### src/rtl/pll_drp_pkg.sv
// Shared opcode constants and controller state encoding for the PLL
// dynamic-reconfiguration port controller.
package pll_drp_pkg;

  localparam logic [1:0] OPC_NOP   = 2'b00;
  localparam logic [1:0] OPC_WRITE = 2'b01;
  localparam logic [1:0] OPC_READ  = 2'b10;
  localparam logic [1:0] OPC_ADDR  = 2'b11;

  typedef enum logic [2:0] {
    ST_IDLE,
    ST_ADDR,
    ST_WBEAT,
    ST_RCMD,
    ST_RWAIT,
    ST_PRST,
    ST_WLOCK,
    ST_DONE
  } state_t;

endpackage

### src/rtl/pll_lock_sync.sv
// Two-flop synchroniser bringing the asynchronous PLL lock into the clk domain.
module pll_lock_sync (
  input  logic clk,
  input  logic rst,
  input  logic lock_in,
  output logic lock_out
);

  logic meta_p0;
  logic sync_p1;

  always_ff @(posedge clk) begin
    if (rst) begin
      meta_p0 <= 1'b0;
      sync_p1 <= 1'b0;
    end else begin
      meta_p0 <= lock_in;
      sync_p1 <= meta_p0;
    end
  end

  assign lock_out = sync_p1;

endmodule

### src/rtl/pll_drp_ctrl.sv
// Burst controller for the PLL register port: address load, write/read beats
// with auto-increment, and an optional PLL reset / lock-wait after the burst.
module pll_drp_ctrl
  import pll_drp_pkg::*;
#(
  parameter int RD_LAT       = 2,
  parameter int RST_CYCLES   = 16,
  parameter int LOCK_TIMEOUT = 65535
) (
  input  logic       clk,
  input  logic       rst,
  input  logic       req_valid,
  output logic       req_ready,
  input  logic       req_write,
  input  logic [7:0] req_addr,
  input  logic [3:0] req_len,
  input  logic       req_relock,
  input  logic [7:0] wr_data,
  input  logic       wr_valid,
  output logic       wr_ready,
  output logic [7:0] rd_data,
  output logic       rd_valid,
  output logic       busy,
  output logic       done,
  output logic       err,
  output logic [1:0] pll_mdopc,
  output logic       pll_mdainc,
  output logic [7:0] pll_mdwdi,
  input  logic [7:0] pll_mdrdo,
  output logic       pll_reset,
  input  logic       pll_lock
);

  localparam int WAIT_MAX = (RST_CYCLES > LOCK_TIMEOUT) ? RST_CYCLES : LOCK_TIMEOUT;
  localparam int WAIT_W   = $clog2(WAIT_MAX + 1);
  localparam int LAT_W    = $clog2(RD_LAT + 1);

  localparam logic [WAIT_W-1:0] RST_LAST  = WAIT_W'(RST_CYCLES - 1);
  localparam logic [WAIT_W-1:0] LOCK_LAST = WAIT_W'(LOCK_TIMEOUT - 1);
  localparam logic [LAT_W-1:0]  LAT_LAST  = LAT_W'(RD_LAT);

  state_t            state, state_d;
  logic [3:0]        beat_cnt, beat_d;
  logic [LAT_W-1:0]  lat_cnt, lat_d;
  logic [WAIT_W-1:0] wait_cnt, wait_d;
  logic              err_q, err_d;
  logic [7:0]        rd_data_q;
  logic              write_q, relock_q;
  logic [7:0]        addr_q;
  logic              lock_s;
  logic              accept;
  state_t            burst_exit;

  pll_lock_sync u_lock_sync (
    .clk      (clk),
    .rst      (rst),
    .lock_in  (pll_lock),
    .lock_out (lock_s)
  );

  assign accept     = req_ready & req_valid;
  assign burst_exit = relock_q ? ST_PRST : ST_DONE;

  always_comb begin
    state_d    = state;
    beat_d     = beat_cnt;
    lat_d      = '0;
    wait_d     = '0;
    err_d      = err_q;
    req_ready  = 1'b0;
    wr_ready   = 1'b0;
    rd_valid   = 1'b0;
    done       = 1'b0;
    pll_mdopc  = OPC_NOP;
    pll_mdainc = 1'b0;
    pll_mdwdi  = 8'h00;
    pll_reset  = 1'b0;

    case (state)
      ST_IDLE: begin
        req_ready = 1'b1;
        if (req_valid) begin
          state_d = ST_ADDR;
          beat_d  = req_len;
          err_d   = 1'b0;
        end
      end
      ST_ADDR: begin
        pll_mdopc = OPC_ADDR;
        pll_mdwdi = addr_q;
        state_d   = write_q ? ST_WBEAT : ST_RCMD;
      end
      ST_WBEAT: begin
        if (wr_valid) begin
          pll_mdopc  = OPC_WRITE;
          pll_mdwdi  = wr_data;
          wr_ready   = 1'b1;
          pll_mdainc = (beat_cnt != 4'd0);
          if (beat_cnt != 4'd0) beat_d = beat_cnt - 4'd1;
          else                  state_d = burst_exit;
        end
      end
      ST_RCMD: begin
        pll_mdopc  = OPC_READ;
        pll_mdainc = (beat_cnt != 4'd0);
        lat_d      = LAT_W'(1);
        state_d    = ST_RWAIT;
      end
      // lat_cnt counts cycles since the read opcode; data is taken on the last
      ST_RWAIT: begin
        if (lat_cnt == LAT_LAST) begin
          rd_valid = 1'b1;
          if (beat_cnt != 4'd0) begin
            beat_d  = beat_cnt - 4'd1;
            state_d = ST_RCMD;
          end else begin
            state_d = burst_exit;
          end
        end else begin
          lat_d = lat_cnt + LAT_W'(1);
        end
      end
      ST_PRST: begin
        pll_reset = 1'b1;
        if (wait_cnt == RST_LAST) state_d = ST_WLOCK;
        else                      wait_d  = wait_cnt + WAIT_W'(1);
      end
      ST_WLOCK: begin
        if (lock_s) begin
          state_d = ST_DONE;
        end else if (wait_cnt == LOCK_LAST) begin
          err_d   = 1'b1;
          state_d = ST_DONE;
        end else begin
          wait_d = wait_cnt + WAIT_W'(1);
        end
      end
      ST_DONE: begin
        done    = 1'b1;
        state_d = ST_IDLE;
      end
      default: state_d = ST_IDLE;
    endcase
  end

  always_ff @(posedge clk) begin
    if (rst) begin
      state     <= ST_IDLE;
      beat_cnt  <= 4'd0;
      lat_cnt   <= '0;
      wait_cnt  <= '0;
      err_q     <= 1'b0;
      rd_data_q <= 8'h00;
    end else begin
      state    <= state_d;
      beat_cnt <= beat_d;
      lat_cnt  <= lat_d;
      wait_cnt <= wait_d;
      err_q    <= err_d;
      if (rd_valid) rd_data_q <= pll_mdrdo;
    end
  end

  always_ff @(posedge clk) begin
    if (accept) begin
      write_q  <= req_write;
      addr_q   <= req_addr;
      relock_q <= req_relock;
    end
  end

  // Read data is shown in the capture cycle itself, then held.
  assign rd_data = rd_valid ? pll_mdrdo : rd_data_q;
  assign busy    = (state != ST_IDLE);
  assign err     = err_q;

endmodule
### config.mk
export PLATFORM = sky130hd
export DESIGN_NAME = pll_drp_ctrl
export DESIGN_NICKNAME = d
export VERILOG_FILES = /design/src/rtl/pll_drp_pkg.sv /design/src/rtl/pll_lock_sync.sv /design/src/rtl/pll_drp_ctrl.sv
export SDC_FILE = /design/constraint.sdc
export NUM_CORES = 1
export LEC_CHECK = 0
export CAP_MARGIN = 20
export CORE_ASPECT_RATIO = 1.25
export CORE_MARGIN = 4
export CORE_UTILIZATION = 35
export DETAILED_ROUTE_END_ITERATION = 6
export PLACE_DENSITY = 0.63
export SLEW_MARGIN = 15
export SYNTH_ARGS = -nofsm -noshare
export SYNTH_HDL_FRONTEND = slang
export SYNTH_SLANG_ARGS = --single-unit
### constraint.sdc
create_clock -name clk -period 2.6 [get_ports clk]
set_clock_uncertainty 0.15 [all_clocks]
set_input_delay 0.78 -clock clk [delete_from_list [all_inputs] [get_ports clk]]
set_output_delay 0.78 -clock clk [all_outputs]
set_load 0.05 [all_outputs]
==> metrics.txt, run 1 <==
# TYPE chip_impl_metric gauge
chip_impl_info{name="run_status",value="finished, final reports clean"} 1
chip_impl_metric{name="share_of_synthesized_flip_flops_with_an_asynchronous_set_or_reset",unit="%"} 0
chip_impl_metric{name="power_frac_clock",unit="%"} 18.4
chip_impl_metric{name="syn-mean-instance-area",unit="um2"} 9.92
chip_impl_metric{name="fmax",unit="GHz"} 0.389
chip_impl_metric{name="syn2layout_area_growth",unit="%"} 52.3
chip_impl_info{name="grt_setup_unrepaired",value="no"} 1
chip_impl_metric{name="final_net_count",unit=""} 334
chip_impl_metric{name="antenna_diode_count",unit=""} 0
chip_impl_metric{name="antenna_found_initial",unit=""} 0
chip_impl_metric{name="p_switching",unit="uW"} 1320
chip_impl_info{name="tritoncts",value="yes"} 1
chip_impl_metric{name="io-pin-count",unit=""} 61
chip_impl_metric{name="netlist.area_leader.share",unit="%"} 32.0
chip_impl_metric{name="route.detailed.vias_per_inst",unit=""} 4.82
chip_impl_metric{name="setup_viol",unit=""} 0
chip_impl_metric{name="min_period",unit="ps"} 2570
chip_impl_metric{name="detail_route_antenna_nets",unit=""} 0
chip_impl_metric{name="synth_area",unit="mm2"} 0.00225
chip_impl_metric{name="drive_above_1_share",unit="%"} 29.6
chip_impl_metric{name="ctsLongestPathBuffers",unit=""} 2
chip_impl_metric{name="groute.usage.overall",unit="%"} 13.9
chip_impl_info{name="crit_path_start_kind",value="primary input"} 1
chip_impl_metric{name="leakage",unit="uW"} 0.00124
chip_impl_metric{name="number_of_hold_slack_violations_in_the_final_timing_report",unit=""} 0
chip_impl_metric{name="max-slew-margin-rel",unit="%"} 58.1
chip_impl_info{name="synthDominantAreaCellType",value="dfxtp_1"} 1
chip_impl_info{name="cp_cell_sequence",value="clkdlybuf4s50_1 > mux2_2 > buf_12"} 1
chip_impl_metric{name="grt_pass1_vias",unit=""} 1798
chip_impl_metric{name="starting_density",unit="%"} 36.3
chip_impl_metric{name="fin_ws",unit="ps"} 31.5
chip_impl_info{name="synthTopCellsByArea",value="dfxtp_1 32%, edfxtp_1 13%, xnor2_1 5.1%, nor2b_1 4.2%, mux2_2 4.0%"} 1
chip_impl_metric{name="firstDrtPassIters",unit=""} 4
chip_impl_info{name="worstSetupEndpointType",value="output pin"} 1
chip_impl_info{name="mostFrequentLayoutCells",value="35 x dfxtp_1, 34 x clkdlybuf4s50_1, 24 x buf_12"} 1
chip_impl_metric{name="yosys_register_bits",unit=""} 46
chip_impl_info{name="critical_path.slowest_cell",value="clkdlybuf4s50_1"} 1
chip_impl_metric{name="max_cap_violations",unit=""} 0
chip_impl_metric{name="final.period_utilization",unit="%"} 98.8
chip_impl_metric{name="timing.critical_path.slowest_cell_delay",unit="ps"} 410
chip_impl_metric{name="final.hold.worst_slack",unit="ps"} 290
chip_impl_metric{name="cts_setup_buffers",unit=""} 0
chip_impl_metric{name="layoutNonFillerInstCount",unit=""} 382
chip_impl_metric{name="clock_tree.htree_level_count",unit=""} 2
chip_impl_metric{name="yosys_warnings",unit=""} 0
chip_impl_metric{name="maximum_number_of_pins_on_one_net_before_global_route_repair",unit=""} 21
chip_impl_info{name="hold_path.class",value="register to register"} 1
chip_impl_metric{name="synth_sequential_area_ratio",unit="%"} 45.4
chip_impl_metric{name="grt_overflow_total",unit=""} 0
chip_impl_metric{name="routed_wl",unit="um"} 5300
chip_impl_metric{name="path_clk_slew",unit="ps"} 90
chip_impl_metric{name="syn_nets",unit=""} 265
chip_impl_metric{name="yosysUniqueCellTypes",unit=""} 50
chip_impl_metric{name="std_cell_rows",unit=""} 32
chip_impl_info{name="prevailing_post_synth_register_cell",value="dfxtp_1"} 1
chip_impl_metric{name="grt_pass1_wl",unit="um"} 8630
chip_impl_metric{name="fillCellCount",unit=""} 555
chip_impl_metric{name="power.switching_fraction",unit="%"} 39.7
chip_impl_metric{name="seqPwrFrac",unit="%"} 27.3
chip_impl_metric{name="p_comb_share",unit="%"} 54.2
chip_impl_metric{name="route.vias.total",unit=""} 1841
chip_impl_info{name="worst-setup-path-type",value="primary input to output pin"} 1
chip_impl_metric{name="slew_violations",unit=""} 0
chip_impl_metric{name="critical_path.max_fanout",unit=""} 2
chip_impl_metric{name="dieHeight",unit="um"} 97.7
chip_impl_metric{name="transition_at_the_pin_with_the_smallest_max_transition_slack",unit="ps"} 625
chip_impl_metric{name="routabilityCongestion",unit=""} 0.743
chip_impl_metric{name="fp.dieArea",unit="mm2"} 0.00779
chip_impl_metric{name="place_hpwl",unit="um"} 4030
chip_impl_metric{name="placeableCoreArea",unit="mm2"} 0.00621
chip_impl_metric{name="vdd.ir_drop.worst",unit="V"} 0.000390
chip_impl_metric{name="synthCells",unit=""} 227
chip_impl_metric{name="clk-insertion-delay-late",unit="ps"} 300
chip_impl_metric{name="starting_drc_count_in_detailed_routing",unit=""} 48
chip_impl_metric{name="intPower",unit="uW"} 2010
chip_impl_metric{name="power_per_cell_area",unit="mW/mm2"} 974
chip_impl_metric{name="total_power",unit="uW"} 3340
chip_impl_metric{name="place_ws",unit="ps"} -337
chip_impl_metric{name="critPathBufInv",unit=""} 2
chip_impl_info{name="cts-root-buf",value="clkbuf_8"} 1
chip_impl_metric{name="placement.cell_area",unit="mm2"} 0.00323
chip_impl_metric{name="placed_cells_incl_taps",unit=""} 373
chip_impl_metric{name="wl_per_cell",unit="um"} 13.9
chip_impl_metric{name="cts_buffers",unit=""} 5
chip_impl_metric{name="post-route-drc-count",unit=""} 0
chip_impl_metric{name="finalInstanceArea",unit="mm2"} 0.00343
chip_impl_info{name="critPathTopFamily",value="buffers and inverters"} 1
chip_impl_metric{name="placement.io_buffers",unit=""} 60
chip_impl_metric{name="worst_ep_arrival_time",unit="ps"} 1640
chip_impl_metric{name="worst-endpoint-required",unit="ps"} 1670
chip_impl_metric{name="die_width",unit="um"} 79.7
chip_impl_info{name="mostFrequentLayoutCell",value="dfxtp_1"} 1
chip_impl_metric{name="cts.hold.buffers_added",unit=""} 0
chip_impl_metric{name="synth_enable_flop_cells",unit=""} 10
chip_impl_metric{name="cts_num_sinks",unit=""} 46
synth_stat cells, drive strengths merged (2+ instances only):
| library cell | count |
|---|---|
| dfxtp | 36 |
| nor2 | 30 |
| nor2b | 16 |
| inv | 13 |
| xnor2 | 13 |
| edfxtp | 10 |
| a21oi | 9 |
| mux2 | 9 |
| nor3 | 9 |
| a22o | 8 |
| nor4 | 7 |
| nand2 | 6 |
| a211oi | 5 |
| buf | 5 |
| nand2b | 5 |
| nand3 | 5 |
| nand4 | 5 |
| o21ai | 4 |
| clkbuf | 3 |
| ha | 3 |
| nor3b | 3 |
| or2 | 3 |
| a21o | 2 |
| and2 | 2 |
| and3 | 2 |
| o211ai | 2 |
| o21a | 2 |
| o22ai | 2 |
| xor2 | 2 |
kinds of logic after synthesis:
family          count (synthesis)  synth area share (%)
compound gates                 37                  12.0
xor+xnor                       15                  5.84
fa+ha+maj                       3                  1.67
buf+inv                        21                  4.50
flops                          46                  45.4
mux                            10                  4.95
simple gates                   95                  25.7
path summary, 6_finish.rpt:
| check | slack (ps) | depth (start not counted) | from | endpoint |
|---|---|---|---|---|
| min reg2reg | 290 | 1 | u_lock_sync.meta_p0 | u_lock_sync.lock_out |
| max reg2reg | 460 | 6 | wait_cnt[0] | wait_cnt[15] |
| min | 290 | 1 | u_lock_sync.meta_p0 | u_lock_sync.lock_out |
| max | 30 | 3 | pll_mdrdo[0] | rd_data[0] |
timing repair:
action | CTS | global route
endpoints found under the setup margin | 19 | 9
gates resized for setup | 14 | 5
pin swaps | 3 | 2
cloned | 1 | 0
state kept, by name, indices dropped and copies added (netlist names):
signal / count
state: 3
lat_cnt: 2
relock_q: 1
rd_data_q: 8
err: 1
wait_cnt: 16
beat_cnt: 4
u_lock_sync.meta_p0: 1
write_q: 1
addr_q: 8
u_lock_sync.lock_out: 1
power groups by stage:
stage	sequential, uW	combinational (uW)	clock, uW
2_1_floorplan	897	1050	0
3_3_place_gp	913	1740	0
3_5_place_dp	915	1760	0
4_1_cts	906	1810	632
5_1_grt	923	1910	673
6_report	912	1810	616
per-stage QoR:
| step | setup TNS, ps | utilization (%) |
|---|---|---|
| after floorplan | -164 | - |
| after global placement | -3090 | 52.0 |
| after detailed placement | -3380 | 52.0 |
| after CTS | 0 | 54.9 |
| after global routing | 0 | 55.2 |
| final | 0 | 55.2 |
layer usage:
metal	part of all wire (%)	vias up	global-route usage [%]	wire, um
met5	0	-	0	0
met4	1.8	0	5.20	93
met3	4.5	10	2.88	236
met2	54	43	25.2	2880
met1	39	863	15.7	2090
li1	-	925	-	-
layout make-up:
class                      instances  area, um2  area share [%]
clock inverter                     1       30.0           0.876
timing repair buffer              70        916            26.7
tap                               85        106            3.10
multi-input combinational        160       1190            34.9
inverter                          13       48.8            1.42
clock buffer                       7        108            3.14
sequential                        46       1020            29.9
worst reg2reg max path, delay by kind of cell (launching register included):
kind	cells	cell delay, ps
and+or+nand+nor	4	690
AOI/OAI and AO/OA	1	560
DFF	1	410
adders and majority gates	1	200
(Power assumes the default switching activity.)
==> run 2: changes to the inputs <==
- CELL_PAD_IN_SITES_DETAIL_PLACEMENT: default -> 0
- CELL_PAD_IN_SITES_GLOBAL_PLACEMENT: default -> 1
- CORE_ASPECT_RATIO: 1.25 -> 1.5
- CORE_UTILIZATION: 35 -> 36
- PLACE_DENSITY: 0.63 -> 0.81
==> run 2 against run 1 <==
  * Sequential cell count unchanged
  * Utilization up 0.64 points
  * Maximum frequency is 0.17% higher
  * Sequential share of layout area rose by 0.17 points
  * Largest power group unchanged
==> metrics.txt, run 2 (synthesized netlist as in run 1, its figures left out) <==
# TYPE chip_impl_metric gauge
chip_impl_info{name="top_registers",value="wait_cnt: 16 flops, addr_q: 8 flops, rd_data_q: 8 flops"} 1
chip_impl_metric{name="grt_overflow_total",unit=""} 0
chip_impl_metric{name="power_per_cell_area",unit="mW/mm2"} 944
chip_impl_info{name="run_status",value="finished, final reports clean"} 1
chip_impl_metric{name="number_of_hold_slack_violations_in_the_final_timing_report",unit=""} 0
chip_impl_metric{name="placeableCoreArea",unit="mm2"} 0.00613
chip_impl_info{name="max_flop_register",value="wait_cnt"} 1
chip_impl_metric{name="std_cell_rows",unit=""} 35
chip_impl_metric{name="syn2layout_area_growth",unit="%"} 52.2
chip_impl_metric{name="final.hold.worst_slack",unit="ps"} 292
chip_impl_metric{name="setup_viol",unit=""} 0
chip_impl_info{name="hold_path.startpoint",value="u_lock_sync.meta_p0"} 1
chip_impl_metric{name="cts_buffers",unit=""} 5
chip_impl_metric{name="wl_per_cell",unit="um"} 13.9
chip_impl_metric{name="final_net_count",unit=""} 338
chip_impl_metric{name="critical_path.max_fanout",unit=""} 2
chip_impl_metric{name="routed_wl",unit="um"} 5210
chip_impl_metric{name="vdd.ir_drop.worst",unit="V"} 0.000367
chip_impl_metric{name="clk-insertion-delay-late",unit="ps"} 300
chip_impl_metric{name="slew_violations",unit=""} 0
chip_impl_metric{name="worst-r2r-cell-count",unit=""} 6
chip_impl_metric{name="post-route-drc-count",unit=""} 0
chip_impl_info{name="worstSetupEndpointType",value="output pin"} 1
chip_impl_metric{name="cts.hold.buffers_added",unit=""} 0
chip_impl_metric{name="setup-tns-final",unit="ps"} 0
chip_impl_info{name="hold_path.class",value="register to register"} 1
chip_impl_metric{name="worst_ep_arrival_time",unit="ps"} 1630
chip_impl_metric{name="route.vias.total",unit=""} 1855
chip_impl_metric{name="layoutNonFillerInstCount",unit=""} 375
chip_impl_metric{name="final.period_utilization",unit="%"} 98.6
chip_impl_metric{name="die_width",unit="um"} 72.6
chip_impl_metric{name="place_hpwl",unit="um"} 3920
chip_impl_metric{name="grt_pass1_wl",unit="um"} 8670
chip_impl_metric{name="reg2reg_slack",unit="ps"} 440
chip_impl_info{name="worst-setup-path-type",value="primary input to output pin"} 1
chip_impl_metric{name="max-slew-margin-rel",unit="%"} 57.7
chip_impl_info{name="grt_setup_unrepaired",value="no"} 1
chip_impl_metric{name="antenna_diode_count",unit=""} 0
chip_impl_info{name="tritoncts",value="yes"} 1
chip_impl_info{name="worstReg2RegStart",value="wait_cnt[0]"} 1
chip_impl_metric{name="groute.usage.overall",unit="%"} 14.3
chip_impl_metric{name="cts_num_sinks",unit=""} 46
chip_impl_metric{name="starting_density",unit="%"} 36.7
chip_impl_metric{name="max_cap_violations",unit=""} 0
chip_impl_metric{name="final_core_utilization",unit="%"} 55.9
chip_impl_metric{name="fmax",unit="GHz"} 0.390
chip_impl_metric{name="route.detailed.vias_per_inst",unit=""} 4.95
chip_impl_metric{name="firstDrtPassIters",unit=""} 4
chip_impl_metric{name="grt_pass1_vias",unit=""} 1809
chip_impl_metric{name="drive_above_1_share",unit="%"} 31.2
chip_impl_info{name="cts-root-buf",value="clkbuf_8"} 1
chip_impl_metric{name="detail_route_antenna_nets",unit=""} 0
chip_impl_metric{name="maximum_number_of_pins_on_one_net_before_global_route_repair",unit=""} 17
chip_impl_metric{name="transition_at_the_pin_with_the_smallest_max_transition_slack",unit="ps"} 632
chip_impl_metric{name="fillCellCount",unit=""} 565
chip_impl_metric{name="min_period",unit="ps"} 2560
chip_impl_metric{name="total_power",unit="uW"} 3230
chip_impl_metric{name="antenna_found_initial",unit=""} 0
chip_impl_info{name="min_delay_worst_endpoint",value="u_lock_sync.lock_out"} 1
chip_impl_metric{name="max_reg_flops",unit=""} 16
chip_impl_metric{name="ctsLongestPathBuffers",unit=""} 2
chip_impl_metric{name="routabilityCongestion",unit=""} 0.751
chip_impl_metric{name="starting_drc_count_in_detailed_routing",unit=""} 33
chip_impl_metric{name="leakage",unit="uW"} 0.00127
chip_impl_metric{name="worst-endpoint-required",unit="ps"} 1670
chip_impl_metric{name="io-pin-count",unit=""} 61
chip_impl_metric{name="dieHeight",unit="um"} 105
chip_impl_info{name="crit_path_start_kind",value="primary input"} 1
chip_impl_metric{name="placement.io_buffers",unit=""} 60
chip_impl_metric{name="clock_tree.htree_level_count",unit=""} 2
chip_impl_metric{name="path_clk_slew",unit="ps"} 90
chip_impl_info{name="critical_path.reg2reg.endpoint",value="wait_cnt[11]"} 1
chip_impl_metric{name="fp.dieArea",unit="mm2"} 0.00761
chip_impl_metric{name="min_path_cells",unit=""} 1
chip_impl_metric{name="placed_cells_incl_taps",unit=""} 365
chip_impl_info{name="mostFrequentLayoutCells",value="33 x dfxtp_1, 33 x clkdlybuf4s50_1, 23 x buf_12"} 1
[run 2: worst max path at each step]
stage,depth (start not counted),slack (ps),from,endpoint
floorplan,4,-160,wr_valid,pll_mdainc
global placement,6,-320,wr_valid,pll_mdainc
detailed placement,5,-340,wr_valid,pll_mdwdi[4]
CTS,3,4,pll_mdrdo[3],rd_data[3]
global route,4,3,lat_cnt[1],rd_data[1]
finish,3,40,pll_mdrdo[1],rd_data[1]
[run 2: cell type report]
type                       instances  area [um2]  share of cell area [%]
timing repair buffer              74         936                    27.3
multi-input combinational        160        1210                    35.4
tap                               74        92.6                    2.70
sequential                        46        1030                    30.1
inverter                          13        48.8                    1.42
clock buffer                       6        93.8                    2.74
clock inverter                     2        13.8                   0.402
[run 2: routing by layer]
layer	wire length [um]	track usage [%]	part of all wire [%]
met1	2000	16.3	38
met2	2900	25.6	56
met3	212	2.89	4.1
met4	98	5.15	1.9
met5	0	0	0
[run 2: critical path, cell delays in order]
cell and delay [ps]:
clkdlybuf4s50_1 400, mux2_2 300, buf_12 160
[run 2: what timing repair did]
item | CTS | global route
cloned | 1 | 0
hold endpoints to repair | 0 | 0
pin swaps | 4 | 4
setup buffers | 0 | 1
endpoints found under the setup margin | 19 | 19
resized for setup | 18 | 8
[run 2: metrics by stage]
stage	area, um2	setup slack, ps
floorplan	2270	-164
global placement	3230	-318
detailed placement	3230	-344
CTS	3390	4.44
global route	3430	2.50
finish	3430	35.8
[run 2: power by group]
group          switching [uW]  internal (uW)
combinational             985            802
sequential               87.6            851
clock                     257            250
total                    1330           1900
